--- config.mk ---
export PLATFORM = sky130hd
export DESIGN_NAME = stopwatch_control
export DESIGN_NICKNAME = d
export VERILOG_FILES = /design/src/rtl/stopwatch_control.sv
export SDC_FILE = /design/constraint.sdc
export NUM_CORES = 1
export LEC_CHECK = 0
export CAP_MARGIN = 20
export CORE_MARGIN = 8
export CORE_UTILIZATION = 40
export DETAILED_ROUTE_END_ITERATION = 10
export GPL_TIMING_DRIVEN = 0
export PLACE_DENSITY_LB_ADDON = 0.25
export SYNTH_ARGS = -nofsm -noshare
export SYNTH_HDL_FRONTEND = slang
export SYNTH_SLANG_ARGS = --single-unit
--- constraint.sdc ---
create_clock -name clock -period 1.7 [get_ports clock]
set_input_delay 0.34 -clock clock [delete_from_list [all_inputs] [get_ports clock]]
set_output_delay 0.34 -clock clock [all_outputs]
set_load 0.01 [all_outputs]
--- src/rtl/stopwatch_control.sv ---
// Stopwatch front end: button conditioning (sync, debounce, press detect),
// IDLE/RUNNING/PAUSED run FSM and the seconds prescaler feeding the BCD counter.
module stopwatch_control #(
  parameter int TICK_DIV        = 10_000_000,
  parameter int DEBOUNCE_CYCLES = 100_000
) (
  input  logic clock,
  input  logic nRST,
  input  logic start_stop_btn,
  input  logic clear_btn,
  output logic second_tick,
  output logic clear,
  output logic running
);

  localparam int PW = $clog2(TICK_DIV);
  localparam int DW = (DEBOUNCE_CYCLES > 1) ? $clog2(DEBOUNCE_CYCLES) : 1;
  localparam logic [PW-1:0] PRESC_MAX = PW'(TICK_DIV - 1);
  localparam logic [DW-1:0] DEB_MAX   = DW'(DEBOUNCE_CYCLES - 1);

  typedef enum logic [1:0] {
    IDLE    = 2'd0,
    RUNNING = 2'd1,
    PAUSED  = 2'd2
  } state_t;

  // Button lanes: bit 0 = start/stop, bit 1 = clear.
  logic [1:0]    raw_btn;
  logic [1:0]    sync1_q, sync2_q;
  logic [1:0]    stable_q, stable_d;
  logic [1:0]    stable_prev_q;
  logic [1:0]    press_q, press_d;
  logic [DW-1:0] deb_cnt_q [2];
  logic [DW-1:0] deb_cnt_d [2];

  state_t        state_q, state_d;
  logic [PW-1:0] presc_q, presc_d;
  logic          tick_q, tick_d;
  logic          clear_q, clear_d;
  logic          running_q, running_d;

  assign raw_btn = {clear_btn, start_stop_btn};

  always_comb begin
    for (int i = 0; i < 2; i++) begin
      stable_d[i]  = stable_q[i];
      deb_cnt_d[i] = '0;
      // The counter only advances while the synced level disagrees with stable.
      if (sync2_q[i] != stable_q[i]) begin
        if (deb_cnt_q[i] == DEB_MAX) begin
          stable_d[i] = sync2_q[i];
        end else begin
          deb_cnt_d[i] = deb_cnt_q[i] + DW'(1);
        end
      end
    end
    press_d = stable_q & ~stable_prev_q;
  end

  always_comb begin
    state_d = state_q;
    clear_d = 1'b0;
    if (press_q[1]) begin
      state_d = IDLE;
      clear_d = 1'b1;
    end else if (press_q[0]) begin
      case (state_q)
        IDLE:    state_d = RUNNING;
        RUNNING: state_d = PAUSED;
        PAUSED:  state_d = RUNNING;
        default: state_d = IDLE;
      endcase
    end

    // Count only when RUNNING both before and after the edge, so a pause
    // freezes the prescaler and a resume edge does not advance it.
    presc_d = presc_q;
    tick_d  = 1'b0;
    if (state_d == IDLE) begin
      presc_d = '0;
    end else if ((state_q == RUNNING) && (state_d == RUNNING)) begin
      tick_d  = (presc_q == PRESC_MAX);
      presc_d = tick_d ? '0 : presc_q + PW'(1);
    end
    running_d = (state_d == RUNNING);
  end

  always_ff @(posedge clock or negedge nRST) begin
    if (!nRST) begin
      sync1_q       <= '0;
      sync2_q       <= '0;
      stable_q      <= '0;
      stable_prev_q <= '0;
      press_q       <= '0;
      for (int i = 0; i < 2; i++) begin
        deb_cnt_q[i] <= '0;
      end
      state_q       <= IDLE;
      presc_q       <= '0;
      tick_q        <= 1'b0;
      clear_q       <= 1'b0;
      running_q     <= 1'b0;
    end else begin
      sync1_q       <= raw_btn;
      sync2_q       <= sync1_q;
      stable_q      <= stable_d;
      stable_prev_q <= stable_q;
      press_q       <= press_d;
      for (int i = 0; i < 2; i++) begin
        deb_cnt_q[i] <= deb_cnt_d[i];
      end
      state_q       <= state_d;
      presc_q       <= presc_d;
      tick_q        <= tick_d;
      clear_q       <= clear_d;
      running_q     <= running_d;
    end
  end

  assign second_tick = tick_q;
  assign clear       = clear_q;
  assign running     = running_q;

endmodule

==> metrics.yaml <==
drc: 0
wire_per_inst_um: 14.2
port-buffer-count: 6
outcome: "complete, but fails checks"
synth-seq-cells: 73
setup_viol: 25
tritoncts: "done"
grt_use_total_pct: 12.6
crit_fanout: 5
fmax_mhz: 538
start_util_pct: 40.4
worstMarginPinSlew_ns: 0.446
critical_path_buf_inv_count: 1
p_int_w: 0.00255
synth_warnings: 0
finalHoldViolCount: 0
drt_wl_total_um: 6980
fp.dieH_um: 109
holdWs_ns: 0.358
crit_slowest_cell: "or4b_4"
synthArstFlopShare_pct: 100
num_vias: 2530
synth_cell_types: 44
num-fill-cells: 769
syn_nets: 341
hpwl_um: 4350
grt_pass1_vias: 2504
num_rows: 34
comb_power_share_pct: 3.8
cts_buffer_depth: 2
vdd_drop_max_mv: 0.475
root_buffer: "clkbuf_8"
path_delay_family: "simple AND/OR/NAND/NOR gates"
reg2reg_depth: 6
endpoint_kind: "flop"
setup_slack_ns: -0.157
min_from: "sync1_q[0]$_DFF_PN0_"
cp_slowest_stage_delay_ns: 0.55
reg2reg_slack_ns: -0.16
cts_max_level: 3
grt_pass1_wl_um: 11800
p_leak_nw: 1.86
syn-instance-count: 334
crit_chain: "or4b_4, nor3_4, and4_4, or2_4, clkbuf_16, nor2_2"
path_class: "reg -> reg"
start_kind: "flop"
diodes: 0
cellPowerDensity_nw_per_um2: 756
rsz0062_at_grt: "yes"
synth_top_area_share_pct: 52.9
cp-startpoint: "presc_q[17]$_DFFE_PN0P_"
synth_top_cell_by_area: "dfrtp_1"
place_inst: 449
seq_power_share_pct: 54.2
yosys-top-cells-count: "73 x dfrtp_1, 65 x nor2_1, 32 x xor2_1"
layout.nets: 386
cts_buffers: 9
synth_edf_count: 0
yosysMostFrequentCell: "dfrtp_1"
r2r_end: "presc_q[18]$_DFFE_PN0P_"
yosysSeqAreaShare_pct: 52.9
dr.pass1.iters: 4
syn_area_sq_um: 3450
worstPathArrival_ns: 2.08
clk_pin_slew_ns: 0.07
grt_max_degree: 62
cp.required_ns: 1.92
syn_avg_cell_area_sq_um: 10.3
critical_path_depth: 6
fp.dieArea_sq_um: 11900
p_clk_share_pct: 41.9
synthTopCellsByArea: "dfrtp_1 53%, xor2_1 8.1%, nor2_1 7.1%"
maxSlewHeadroom_pct: 70.2
cts.sinks: 73
die_w_um: 109
max_cap_viol_count: 0
clkLatencyLatePin_ns: 0.34
drt_iter0_drc: 80
layoutNonFillerInstCount: 491
p_sw_w: 0.000702
finalMaxSlewViolations: 0
r2r_start: "presc_q[17]$_DFFE_PN0P_"
fin_crit_ns: 1.86
clock_skew_ns: 0.00736
drive_above_1_share_pct: 26.1
violations: "negative setup slack"
period_share_pct: 109
coreArea_sq_um: 8550
endpoint: "presc_q[18]$_DFFE_PN0P_"
final_util_pct: 50.4
overflow: 0
gp_congestion: 0.818
antenna_found_initial: 0
hold_class: "reg -> reg"
via_per_inst: 5.15
p_sw_share_pct: 21.6
antenna_left: 0
synth_flop_cell: "dfrtp_1"
io_pins: 7
syn2layout_area_growth_pct: 24.7
## cells in the final DEF (no fill, tap or decap), types with 4 or more instances in the layout
cell / instances
or4b_4: 4
buf_4: 27
o21ai_1: 4
clkdlybuf4s50_1: 5
xnor2_1: 17
nand3_1: 20
and3_1: 7
nor2_1: 48
xor2_1: 32
nand4_1: 18
nor2_2: 16
nor3_1: 7
clkbuf_8: 11
nor4_1: 4
nand2_1: 21
dfrtp_1: 70
## stage by stage
step           power, W  setup TNS (ns)  setup WS, ns  instance area [sq um]
2_1_floorplan   0.00183          -0.945       -0.0848                   3480
3_3_place_gp    0.00188         -171.96         -2.26                   3670
3_5_place_dp    0.00189           -7.84        -0.244                   3700
4_1_cts         0.00329           -2.88        -0.186                   4090
5_1_grt         0.00340           -4.23        -0.219                   4310
6_report        0.00326           -2.56        -0.157                   4310
## kinds of logic (layout without fill, tap and decap cells)
group / Yosys count / after routing / share of synthesized area [%]
AND/OR/NAND/NOR: 180 / 180 / 27.5
flip-flops: 73 / 73 / 52.9
AO/OA/AOI/OAI: 18 / 18 / 3.95
adder cells (fa/ha/maj): 3 / 3 / 1.09
multiplexers: 2 / 2 / 0.652
XOR/XNOR: 49 / 49 / 12.4
buffers and inverters: 9 / 58 / 1.45
## state kept, by name, summed over array words and instances (netlist names)
| register | cells |
|---|---|
| running | 1 |
| press_q | 2 |
| sync2_q | 2 |
| state_q | 2 |
| clear | 1 |
| stable_prev_q | 2 |
| sync1_q | 2 |
| stable_q | 2 |
| presc_q | 24 |
| second_tick | 1 |
| deb_cnt_q | 34 |
## worst register-to-register path, cell delays in order (launching register included)
cell and delay (ns):
dfrtp_1 0.39, or4b_4 0.55, nor3_4 0.20, and4_4 0.24, or2_4 0.16, clkbuf_16 0.16
nor2_2 0.03
## worst min path at each step
stage / to / slack (ns) / cells past startpoint
2_1_floorplan: clear$_DFF_PN0_ / 0.04 / 0
3_3_place_gp: sync2_q[1]$_DFF_PN0_ / 0.34 / 0
3_5_place_dp: presc_q[6]$_DFFE_PN0P_ / 0.21 / 1
4_1_cts: sync2_q[0]$_DFF_PN0_ / 0.36 / 0
5_1_grt: presc_q[6]$_DFFE_PN0P_ / 0.37 / 2
6_report: sync2_q[0]$_DFF_PN0_ / 0.36 / 0
## routing by layer
layer,vias to the layer above,GRT usage (%),wire (um)
met4,0,4.50,64
li1,1251,-,-
met2,28,20.2,3380
met1,1245,15.5,3330
met3,6,3.96,207
met5,-,0,0
## power groups by stage
stage	combinational [W]	sequential [W]	clock (W)
after floorplan	0.0000351	0.00180	0
after global placement	0.0000845	0.00180	0
after detailed placement	0.0000922	0.00180	0
after CTS	0.000109	0.00176	0.00142
after global routing	0.000141	0.00177	0.00149
final	0.000125	0.00177	0.00137
## layout make-up
class | instances | area (sq um) | area share (%)
sequential | 73 | 1830 | 42.5
buffer | 5 | 52.6 | 1.22
multi-input combinational | 252 | 1750 | 40.6
inverter | 3 | 11.3 | 0.261
clock inverter | 3 | 40.0 | 0.930
tap | 108 | 135 | 3.14
clock buffer | 12 | 155 | 3.60
timing repair buffer | 35 | 333 | 7.73
## timing repair
| item | CTS | global route |
|---|---|---|
| pin swaps | 14 | 7 |
| endpoints found under the hold margin | 12 | 0 |
| setup buffers | 15 | 10 |
| hold buffers | 1 | 0 |
| cloned | 0 | 2 |
| endpoints found under the setup margin | 47 | 43 |
| resized for setup | 22 | 27 |
No activity file was read; power rests on OpenSTA's default activity.
